### config.mk
export PLATFORM = sky130hd
export DESIGN_NAME = emblem_sequencer_flat
export DESIGN_NICKNAME = d
export VERILOG_FILES = /design/src/rtl/emblem_pkg.sv /design/src/rtl/emblem_sequencer_if.sv /design/src/rtl/frame_timer.sv /design/src/rtl/emblem_sequencer.sv /design/src/flat_wrapper.sv
export SDC_FILE = /design/constraint.sdc
export NUM_CORES = 1
export LEC_CHECK = 0
export ABC_AREA = 1
export CORE_MARGIN = 8
export CORE_UTILIZATION = 35
export DETAILED_ROUTE_END_ITERATION = 8
export SETUP_SLACK_MARGIN = 0.2
export SYNTH_ARGS = -nofsm -noshare
export SYNTH_HDL_FRONTEND = slang
export SYNTH_SLANG_ARGS = --single-unit
export TNS_END_PERCENT = 10
### constraint.sdc
create_clock -name clk -period 3.3 [get_ports clk]
set_clock_uncertainty 0.05 [all_clocks]
set_input_delay 0.66 -clock clk [delete_from_list [all_inputs] [get_ports clk]]
set_output_delay 0.66 -clock clk [all_outputs]
set_load 0.02 [all_outputs]
### src/rtl/emblem_pkg.sv
// rtl/emblem_pkg.sv - shared types, colour keys and saturating offset helpers for the emblem sequencer
package emblem_pkg;

    typedef enum logic [2:0] {
        ST_IDLE      = 3'd0,
        ST_SLIDE_IN  = 3'd1,
        ST_HOLD      = 3'd2,
        ST_BLINK     = 3'd3,
        ST_SLIDE_OUT = 3'd4
    } emb_state_t;

    localparam logic [5:0] COLOR_TRANSPARENT = 6'b100001;
    localparam logic [5:0] COLOR_BLACK       = 6'b000000;
    localparam int         SCREEN_HEIGHT     = 480;

    // Subtract, clamping at zero instead of wrapping.
    function automatic logic [9:0] sat_sub(input logic [9:0] a, input logic [9:0] b);
        return (a >= b) ? (a - b) : 10'd0;
    endfunction

    // Add, clamping at lim; computed in 11 bits so the sum itself cannot wrap.
    function automatic logic [9:0] sat_add(input logic [9:0] a, input logic [9:0] b,
                                           input logic [9:0] lim);
        logic [10:0] sum;
        sum = {1'b0, a} + {1'b0, b};
        return (sum >= {1'b0, lim}) ? lim : sum[9:0];
    endfunction

endpackage

### src/rtl/emblem_sequencer_if.sv
// rtl/emblem_sequencer_if.sv - pixel-path bundle between raster source, emblem generator and sequencer
interface emblem_sequencer_if;
    logic [9:0] x;
    logic [9:0] y;
    logic       active;
    logic [5:0] bg_rgb;
    logic [5:0] emb_rgb;
    logic [9:0] emb_x;
    logic [9:0] emb_y;
    logic       emb_active;
    logic [5:0] rgb_out;

    // Raster/generator side: supplies coordinates and colours, consumes the composite.
    modport master (
        output x, y, active, bg_rgb, emb_rgb,
        input  emb_x, emb_y, emb_active, rgb_out
    );

    // Sequencer side.
    modport slave (
        input  x, y, active, bg_rgb, emb_rgb,
        output emb_x, emb_y, emb_active, rgb_out
    );
endinterface

### src/rtl/frame_timer.sv
// rtl/frame_timer.sv - loadable 8-bit frame down-counter with zero flag
module frame_timer (
    input  logic       clk,
    input  logic       rst,
    input  logic       advance,
    input  logic       load,
    input  logic [7:0] load_val,
    output logic       zero
);

    logic [7:0] count;

    // Load wins over counting; the counter parks at zero rather than wrapping.
    always_ff @(posedge clk or posedge rst) begin
        if (rst) begin
            count <= 8'd0;
        end else if (load) begin
            count <= load_val;
        end else if (advance && (count != 8'd0)) begin
            count <= count - 8'd1;
        end
    end

    assign zero = (count == 8'd0);

endmodule

### src/rtl/emblem_sequencer.sv
// rtl/emblem_sequencer.sv - frame-synchronous slide/hold/blink sequencer and emblem compositor
module emblem_sequencer
    import emblem_pkg::*;
#(
    parameter int SLIDE_STEP    = 8,
    parameter int OFFSET_MAX    = SCREEN_HEIGHT,
    parameter int HOLD_FRAMES   = 120,
    parameter int BLINK_HALF    = 15,
    parameter int BLINK_TOGGLES = 6
) (
    input  logic                clk,
    input  logic                rst,
    input  logic                frame_start,
    input  logic                start,
    input  logic                stop,
    emblem_sequencer_if.slave   vif,
    output logic                busy,
    output logic [2:0]          state
);

    localparam logic [9:0] STEP_W   = 10'(SLIDE_STEP);
    localparam logic [9:0] MAX_W    = 10'(OFFSET_MAX);
    localparam logic [7:0] HOLD_LD  = 8'(HOLD_FRAMES - 1);
    localparam logic [7:0] BLINK_LD = 8'(BLINK_HALF - 1);
    localparam logic [3:0] TOG_W    = 4'(BLINK_TOGGLES);

    emb_state_t st;
    logic [9:0] offset;
    logic       visible;
    logic [3:0] toggles;
    logic [5:0] rgb_q;

    logic [9:0] off_dn;
    logic [9:0] off_up;
    logic [3:0] toggles_nx;
    logic       tmr_load;
    logic [7:0] tmr_val;
    logic       tmr_zero;
    logic       emb_act;

    assign off_dn     = sat_sub(offset, STEP_W);
    assign off_up     = sat_add(offset, STEP_W, MAX_W);
    assign toggles_nx = toggles + 4'd1;

    // Decide when the shared timer is reloaded: entering HOLD and every blink half-period.
    always_comb begin
        tmr_load = 1'b0;
        tmr_val  = 8'd0;
        if (frame_start && !stop) begin
            case (st)
                ST_SLIDE_IN: begin
                    if (off_dn == 10'd0) begin
                        tmr_load = 1'b1;
                        tmr_val  = HOLD_LD;
                    end
                end
                ST_HOLD, ST_BLINK: begin
                    if (tmr_zero) begin
                        tmr_load = 1'b1;
                        tmr_val  = BLINK_LD;
                    end
                end
                default: ;
            endcase
        end
    end

    frame_timer u_timer (
        .clk      (clk),
        .rst      (rst),
        .advance  (frame_start),
        .load     (tmr_load),
        .load_val (tmr_val),
        .zero     (tmr_zero)
    );

    // Show-cycle FSM; everything moves only on frame_start so a frame never tears.
    always_ff @(posedge clk or posedge rst) begin
        if (rst) begin
            st      <= ST_IDLE;
            offset  <= MAX_W;
            visible <= 1'b0;
            toggles <= 4'd0;
            busy    <= 1'b0;
        end else if (frame_start) begin
            case (st)
                ST_IDLE: begin
                    offset <= MAX_W;
                    if (start && !stop) begin
                        st      <= ST_SLIDE_IN;
                        visible <= 1'b1;
                        busy    <= 1'b1;
                    end else begin
                        visible <= 1'b0;
                    end
                end
                ST_SLIDE_IN: begin
                    if (stop) begin
                        st      <= ST_SLIDE_OUT;
                        visible <= 1'b1;
                    end else begin
                        offset <= off_dn;
                        if (off_dn == 10'd0) begin
                            st <= ST_HOLD;
                        end
                    end
                end
                ST_HOLD: begin
                    if (stop) begin
                        st      <= ST_SLIDE_OUT;
                        visible <= 1'b1;
                    end else if (tmr_zero) begin
                        st      <= ST_BLINK;
                        toggles <= 4'd0;
                    end
                end
                ST_BLINK: begin
                    if (stop) begin
                        st      <= ST_SLIDE_OUT;
                        visible <= 1'b1;
                    end else if (tmr_zero) begin
                        toggles <= toggles_nx;
                        if (toggles_nx == TOG_W) begin
                            st      <= ST_SLIDE_OUT;
                            visible <= 1'b1;
                        end else begin
                            visible <= ~visible;
                        end
                    end
                end
                ST_SLIDE_OUT: begin
                    offset <= off_up;
                    if (off_up == MAX_W) begin
                        st      <= ST_IDLE;
                        visible <= 1'b0;
                        busy    <= 1'b0;
                    end else begin
                        visible <= 1'b1;
                    end
                end
                default: begin
                    st      <= ST_IDLE;
                    offset  <= MAX_W;
                    visible <= 1'b0;
                    busy    <= 1'b0;
                end
            endcase
        end
    end

    assign state = st;

    // Coordinate translation into emblem space, zero latency.
    assign emb_act        = vif.active & visible & (vif.y >= offset) & busy;
    assign vif.emb_x      = vif.x;
    assign vif.emb_y      = vif.y - offset;
    assign vif.emb_active = emb_act;

    // Composite emblem over background, keying out the transparent colour.
    always_ff @(posedge clk or posedge rst) begin
        if (rst) begin
            rgb_q <= COLOR_BLACK;
        end else if (emb_act && (vif.emb_rgb != COLOR_TRANSPARENT)) begin
            rgb_q <= vif.emb_rgb;
        end else if (vif.active) begin
            rgb_q <= vif.bg_rgb;
        end else begin
            rgb_q <= COLOR_BLACK;
        end
    end

    assign vif.rgb_out = rgb_q;

endmodule

### src/flat_wrapper.sv
// flat-port wrapper written by rule: the top's interface ports become plain ports
module emblem_sequencer_flat import emblem_pkg::*;
#(
    parameter int SLIDE_STEP    = 8,
    parameter int OFFSET_MAX    = SCREEN_HEIGHT,
    parameter int HOLD_FRAMES   = 120,
    parameter int BLINK_HALF    = 15,
    parameter int BLINK_TOGGLES = 6
)
  (clk, rst, frame_start, start, stop, busy, state, vif_x, vif_y, vif_active, vif_bg_rgb, vif_emb_rgb, vif_emb_x, vif_emb_y, vif_emb_active, vif_rgb_out);
  emblem_sequencer_if vif_i ();
  input  logic clk;
  input  logic rst;
  input  logic frame_start;
  input  logic start;
  input  logic stop;
  output logic busy;
  output logic [2:0] state;
  input wire logic [$bits(vif_i.x)-1:0] vif_x;
  input wire logic [$bits(vif_i.y)-1:0] vif_y;
  input wire logic [$bits(vif_i.active)-1:0] vif_active;
  input wire logic [$bits(vif_i.bg_rgb)-1:0] vif_bg_rgb;
  input wire logic [$bits(vif_i.emb_rgb)-1:0] vif_emb_rgb;
  output wire logic [$bits(vif_i.emb_x)-1:0] vif_emb_x;
  output wire logic [$bits(vif_i.emb_y)-1:0] vif_emb_y;
  output wire logic [$bits(vif_i.emb_active)-1:0] vif_emb_active;
  output wire logic [$bits(vif_i.rgb_out)-1:0] vif_rgb_out;
  assign vif_i.x = vif_x;
  assign vif_i.y = vif_y;
  assign vif_i.active = vif_active;
  assign vif_i.bg_rgb = vif_bg_rgb;
  assign vif_i.emb_rgb = vif_emb_rgb;
  assign vif_emb_x = vif_i.emb_x;
  assign vif_emb_y = vif_i.emb_y;
  assign vif_emb_active = vif_i.emb_active;
  assign vif_rgb_out = vif_i.rgb_out;
  emblem_sequencer #(.SLIDE_STEP(SLIDE_STEP), .OFFSET_MAX(OFFSET_MAX), .HOLD_FRAMES(HOLD_FRAMES), .BLINK_HALF(BLINK_HALF), .BLINK_TOGGLES(BLINK_TOGGLES)) u_core (.clk(clk), .rst(rst), .frame_start(frame_start), .start(start), .stop(stop), .vif(vif_i), .busy(busy), .state(state));
endmodule
; ---- Word-level counts from Yosys, hierarchy flattened
; Cells that the tools add are included.
; Widths: inputs -> output; s select.
[classes]
n_div = 0
n_addsub = 5
n_mux = 41
shift = 0
n_mul = 0
n_eq_ne = 19
reduce_logical = 19
bitwise = 6
magnitude_cmp = 3
[op_table]
columns = op, count
row1 = $mux 10, 3
row2 = $pmux 10 s3, 1
row3 = $mux 3, 9
row4 = $mux 8, 3
row5 = $mux 4, 5
row6 = $pmux 8 s2, 1
row7 = $pmux 3 s5, 1
row8 = $mux 6, 2
row9 = $ne 3x2->1 const B, 4
row10 = $add 10x4->11 const B, 1
row11 = $ge 11x9->1 const B, 1
row12 = $mux 1, 11
row13 = $eq 10x9->1 const B, 1
row14 = $ge 10x10->1, 1
row15 = $ge 10x4->1 const B, 1
row16 = $logic_not 10->1, 1
row17 = $ne 2x1->1 const B, 5
row18 = $sub 10x10->10, 1
row19 = $sub 10x4->10 const B, 1
row20 = $logic_not 8->1, 1
row21 = $pmux 4 s2, 1
row22 = $reduce_bool 8->1, 1
row23 = $sub 8x1->8 const B, 1
row24 = $mux 7, 1
row25 = other kinds (22), 35
[word_totals]
rom_bits = 0
out_inout_bits = 31
ramBits = 0
regBits = 33
mem_count = 0
latchBits = 0

; ---- Longest topological paths before layout
; Gate-level depths: netlist (run 1).
[depth]
ltp_word = 7
ltp_mapped = 14

; ---- Modules after synthesis
; Synthesis (run 1) repeated with hierarchy kept, for this count alone.
[hier_totals]
cells_unflattened = 429
area_unflattened_um2 = 2930.3
[modules_own_cells]
columns = module, seq_area_each_um2, n_inst, area_per_inst_um2, cells_per_inst
row1 = emblem_sequencer, 630.6, 1, 2306.0, 338
row2 = frame_timer, 200.2, 1, 624.3, 91

; ---- Worst setup path before layout (run 1)
; Ideal clock, no wire load.
[synth_path]
path_type = input -> output
start = input port vif_y[0]
end = output port vif_emb_y[6]
arrival_ps = 2155
n_path_buf = 0
path_stages = 7
setup_slack_ps = 435
path_cell_list = inv_1 ha_1 fa_1 o21ai_0 nand3_1 nand2_1 xor2_1
[synth_via]
elab_chain_cells = 1
[synth_lines]
columns = item, line_no
row1 = from (decl), flat_wrapper.sv:20  ; input wire logic [$bits(vif_i.y)-1:0] vif_y;
row2 = $sub 10x10->10, emblem_sequencer.sv:156  ; assign vif.emb_y = vif.y - offset;
row3 = to (decl), flat_wrapper.sv:25  ; output wire logic [$bits(vif_i.emb_y)-1:0] vif_emb_y;
; Every way passes these cells.

; ---- Worst setup path after layout (run 1)
[layout_path]
start = input port vif_y[0]
end = output port vif_emb_y[1]
; Same word-level chain as after synthesis.

==> out/metrics.csv, run 1 <==
metric;value;unit
drtIter0Drc;136;
hold_class;reg2reg;
p_clk_frac;0.113;
path_delay_family;buffers and inverters;
seq_power_share;0.237;
max_cap_violations;0;
synthFlopType;dfrtp_1;
die_area;0.0114;mm2
cts_root_buf;clkbuf_8;
synth_top_family_by_area;simple AND/OR/NAND/NOR gates;
yosysTopAreaCellShare;0.251;
grt_start_max_net_pins;19;
dp_slack;-0.455;ns
wire_per_inst;12.5;um
ir_drop;0.368;mV
setup.worst_path.start_class;primary input;
r2r_slack;0.99;ns
holdPathEnd;u_core.busy;
grtUsageTotal;0.133;
ant_nets;0;
reg2reg_to;u_core.vif.rgb_out[1];
p_leak;1.85;nW
arrival;2.43;ns
drcViolationCount;0;
ys_types;42;
p_switching;1.31;mW
synth_xor_area_frac;0.0546;
via_per_inst;4.84;
p_per_area;726;mW/mm2
path_max_fanout;2;
coreArea;0.00809;mm2
max_stage_delay;0.53;ns
required;2.59;ns
postSynthAreaPerCell;7.28;um2
vias;2776;
worstReg2RegStart;u_core.offset[7];
syn-cell-area;0.00289;mm2
synth_simple_gate_area_frac;0.341;
ios;69;
async_flop_share;1.00;
rsz0062_at_grt;yes;
whs;0.475;ns
slew_headroom;0.600;
yosysTopAreaCell;dfrtp_1;
grt_pass1_vias;2817;
swShare;0.486;
place_congestion;0.870;
synth_fp_nets;453;
yosysSeqAreaShare;0.288;
multiInputGateArea;0.00178;mm2
cts_tree;done;
synth_compound_area_frac;0.124;
insertion_delay;0.29;ns
min_path_cells;2;
cts_setup_buffers;0;
maxSlewViolCount;0;
synth_warnings;0;
hp-start;u_core.busy;
layout-drive-gt1-share;0.200;
netlist_top_cells_area;dfrtp_1, nand2_1, ha_1;
synthCells;397;
slowest_stage;clkdlybuf4s50_1;
dpl.hpwl;5.91;mm
routed_wl;7.19;mm
synth_mux_area_frac;0;
diodes;0;
overflow;0;
finalSetupTns;0;ns
power.total;2.70;mW
initial_core_util;0.357;
rows;33;
p_int;1.39;mW
fmax;318;MHz
synth-edff-count;0;
layout-area-overhead-vs-synth;28.8;%
layout_setup_ws;0.156;ns
cp_cell_sequence;clkdlybuf4s50_1 -> inv_1 -> ha_2 -> fa_2 -> inv_1 -> clkdlybuf4s50_1;
cts.sinks;33;
path_buf_inv;4;
dieWidth;107;um
end_kind;output pin;
period_minus_slack;3.14;ns
status;finished, final reports clean;
path_class;in2out;
antenna_found_initial;0;
cts.htree.levels;2;
clockBufferDepth;2;
synth_fa_ha_area_frac;0.0806;
final_nets;524;
ff2ff_path_depth;10;
synth_seq_cells;33;
finalHoldViolations;0;
grt_pass1_wl;12.6;mm
fillers;845;
place.port_buffers;48;
register_area;831;um2
dieHeight;107;um
cts_inserted_buffers;5;
dr.pass1.iters;4;
path_clk_slew;0.08;ns
tightest_slew;0.600;ns
combPwrFrac;0.650;
finalSetupViolCount;0;
fin_crit_sh;0.953;
tightest hold or removal path: stages, from the launching register on:
cell	delay [ns]
dfrtp_1	0.37
o21ai_1	0.07
o31ai_1	0.05
area by class of cell:
| class | count | share of cell area |
|---|---|---|
| inverter | 61 | 0.0615 |
| multi-input combinational | 290 | 0.477 |
| sequential | 33 | 0.223 |
| tap | 105 | 0.0353 |
| clock inverter | 3 | 0.00471 |
| timing repair buffer | 77 | 0.180 |
| clock buffer | 5 | 0.0185 |
flip-flops by register name, summed over array words and instances, names as in the netlist:
register and cells:
u_core.visible 1, u_core.busy 1, u_core.toggles 4, u_core.vif.rgb_out 6, u_core.offset 10, u_core.u_timer.count 8, u_core.state 3
per-stage QoR:
stage / utilization / instance area, um2 / std cells
finish: 0.460 / 3720 / 574
global route: 0.460 / 3720 / 574
CTS: 0.458 / 3710 / 574
detailed placement: 0.448 / 3620 / 566
global placement: 0.448 / 3620 / 566
floorplan: - / 2890 / 397
cells in the mapped netlist, types with 2 or more instances:
| library cell | n |
|---|---|
| nand3_1 | 21 |
| nor2_2 | 4 |
| nand2_2 | 5 |
| inv_1 | 52 |
| nand2_4 | 3 |
| ha_1 | 17 |
| nor2_4 | 4 |
| o21ai_1 | 4 |
| o311ai_1 | 3 |
| inv_2 | 9 |
| nand2_1 | 95 |
| nand4_1 | 17 |
| xnor2_1 | 5 |
| dfrtp_1 | 29 |
| xor2_1 | 13 |
| nand3b_1 | 3 |
| a21oi_1 | 11 |
| a211oi_1 | 2 |
| dfstp_2 | 4 |
| a21o_1 | 3 |
| buf_4 | 10 |
| o21ai_0 | 16 |
| a31oi_1 | 3 |
| nor2_1 | 39 |
| o31ai_1 | 2 |
| o21ai_2 | 2 |
| a32oi_1 | 2 |
| nand3_4 | 4 |
| o211ai_1 | 2 |
layer usage:
metal,GRT usage,share of wire,vias to the layer above
met3,0.0312,0.050,7
met2,0.216,0.45,56
li1,-,-,1441
met1,0.171,0.48,1272
met5,0,0,-
met4,0.0392,0.012,0
worst max path at each step:
stage	from	endpoint	cells past startpoint
global placement	vif_y[0]	vif_emb_y[6]	9
CTS	vif_y[0]	vif_emb_y[1]	6
finish	vif_y[0]	vif_emb_y[1]	6
global route	vif_y[0]	vif_emb_active	10
floorplan	vif_y[0]	vif_emb_y[6]	7
detailed placement	vif_y[0]	vif_emb_y[6]	9
timing repair:
item,in CTS,in global routing
setup endpoints to repair,10,10
hold buffers,0,0
pin swaps,2,4
gates resized for setup,37,9
endpoints found under the hold margin,0,0
power by group through the flow:
stage               Sequential, mW  Clock (mW)  Combinational [mW]
finish                       0.640       0.306                1.76
global route                 0.658       0.335                1.97
CTS                          0.639       0.318                1.77
detailed placement           0.645           0                1.81
global placement             0.645           0                1.79
floorplan                    0.681           0                1.16
cell families after synthesis:
group / count (synthesis)
simple gates: 200
buf+inv: 74
compound gates: 54
flops: 33
xor+xnor: 18
fa+ha+maj: 18
cells in the final DEF (no fill, tap or decap), types with 4 or more instances in the layout:
cell type,instances
a21oi_1,9
buf_2,4
buf_4,30
clkbuf_8,5
clkdlybuf4s50_1,39
dfrtp_1,29
dfstp_2,4
ha_1,14
inv_1,52
inv_2,9
nand2_1,94
nand2_2,6
nand3_1,21
nand3_4,4
nand4_1,17
nor2_1,38
nor2_2,5
nor2_4,4
o21ai_0,14
o21ai_1,4
o21ai_2,4
xnor2_1,5
xor2_1,13
Note: power is estimated with default switching activity, not from simulation.
==> run 2, diff against run 1 <==
--- a/config.mk
+++ b/config.mk
@@ -6,7 +6,8 @@
 export NUM_CORES = 1
 export LEC_CHECK = 0
 export ABC_AREA = 1
-export CORE_MARGIN = 8
+export CAP_MARGIN = 20
+export CORE_MARGIN = 1.5
 export CORE_UTILIZATION = 35
 export DETAILED_ROUTE_END_ITERATION = 8
 export SETUP_SLACK_MARGIN = 0.2
==> run 2 against run 1 <==
Against the previous run:
- utilization rose by 2.0 points
- fmax rose by 1.1%
- combinational power barely moved
==> out/metrics.csv, run 2 (same netlist as run 1, synthesis figures left out) <==
metric;value;unit
status;finished, final reports clean;
register_area;831;um2
finish.utilization;0.480;
place.port_buffers;48;
maxSlewViolCount;0;
path_class;in2out;
cts.sinks;33;
grt_pass1_wl;12.1;mm
finalSetupTns;0;ns
ir_drop;0.330;mV
cts_root_buf;clkbuf_8;
dieWidth;93.9;um
power.total;2.73;mW
fmax;321;MHz
coreArea;0.00785;mm2
diodes;0;
overflow;0;
dp.cells;566;
hold_class;reg2reg;
vias;2733;
grt_pass1_vias;2689;
r2r_slack;0.98;ns
placed_area;0.00364;mm2
end_kind;output pin;
dieHeight;93.9;um
arrival;2.40;ns
initial_core_util;0.368;
period_minus_slack;3.11;ns
holdPathEnd;u_core.toggles[3];
drcViolationCount;0;
largest_reg_flops;10;
fillers;818;
cts_inserted_buffers;5;
dr.pass1.iters;4;
clockBufferDepth;2;
holdBufCountCts;0;
antenna_found_initial;0;
dpl.hpwl;5.54;mm
path_max_fanout;2;
max_cap_violations;0;
final_nets;528;
ios;69;
design_area;0.00377;mm2
reg2reg_to;u_core.vif.rgb_out[5];
finalSetupViolCount;0;
grt_start_max_net_pins;34;
layout.cells.non_filler;575;
drtIter0Drc;131;
via_per_inst;4.75;
multiInputGateArea;0.00179;mm2
regMostFlops;u_core.offset;
finalHoldViolations;0;
tightest_slew;0.428;ns
place_congestion;0.888;
ant_nets;0;
layout-drive-gt1-share;0.207;
worstReg2RegStart;u_core.offset[7];
path_clk_slew;0.07;ns
layout-area-overhead-vs-synth;30.5;%
fin_crit_sh;0.943;
rows;32;
min_path_cells;2;
ff2ff_path_depth;10;
p_leak;1.87;nW
final_cell_mix;nand2_1, inv_1, nor2_1, clkdlybuf4s50_1, buf_4;
required;2.59;ns
slew_headroom;0.715;
wire_per_inst;12.0;um
final_common_cell;nand2_1;
grtUsageTotal;0.170;
insertion_delay;0.29;ns
cts.htree.levels;2;
die_area;0.00881;mm2
setup.worst_path.start_class;primary input;
routed_wl;6.93;mm
rsz0062_at_grt;yes;
cts_tree;done;
hp-start;u_core.toggles[3];
p_per_area;724;mW/mm2
run 2: cell count changes in the layout (fill, tap and decap cells not counted), sizes merged:
cell           change
buf                +4
clkinv             -2
clkdlybuf4s50      -2
clkbuf             +1
dlygate4sd2        +2
dlymetal6s2s       +1
run 2: how the worst max path moves through the flow:
stage,cells after the start,start,end
2_1_floorplan,7,vif_y[0],vif_emb_y[6]
3_3_place_gp,10,vif_y[0],vif_emb_y[6]
3_5_place_dp,10,vif_y[0],vif_emb_y[6]
4_1_cts,10,vif_y[0],vif_emb_active
5_1_grt,10,vif_y[1],vif_emb_y[9]
6_report,10,vif_y[1],vif_emb_y[9]
run 2: worst max-delay path: stages:
cell and delay [ns]:
clkdlybuf4s50_1 0.44, buf_4 0.16, ha_4 0.26, nand2_2 0.06, buf_4 0.13, nor2_1 0.09, nand2_1 0.05, o211ai_1 0.21
xor2_1 0.17, buf_4 0.16
run 2: what timing repair did:
item                                   in CTS  in global routing
setup buffers                               0                  1
setup endpoints to repair                  10                  9
gates cloned                                0                  0
pin swaps                                   2                  6
resized for setup                          38                 12
endpoints found under the hold margin       0                  0
run 2: power by group:
group          internal, mW  switching, mW  leakage (nW)
clock network         0.149          0.152        0.0385
logic                 0.727           1.05          1.42
registers             0.538          0.112         0.415
total                  1.41           1.31          1.87
run 2: final cells by class:
class                   count  share of cell area
clock buffers               7              0.0202
clock inverters             1             0.00199
inverters                  61              0.0607
multi-input cells         290               0.475
flip-flops and latches     33               0.220
well taps                 102              0.0339
repair buffers             81               0.188
run 2: routing by layer:
| layer | wire [um] | track usage | vias to the layer above |
|---|---|---|---|
| met4 | 92 | 0.0473 | 0 |
| li1 | - | - | 1442 |
| met2 | 3110 | 0.269 | 52 |
| met5 | 0 | 0 | - |
| met1 | 3440 | 0.238 | 1233 |
| met3 | 287 | 0.0291 | 6 |
run 2: stage by stage:
| stage | worst slack [ns] | hold WS, ns |
|---|---|---|
| global route | 0.117 | 0.525 |
| floorplan | 0.435 | 0.428 |
| global placement | -0.364 | 0.448 |
| detailed placement | -0.375 | 0.456 |
| CTS | 0.132 | 0.474 |
| finish | 0.188 | 0.468 |
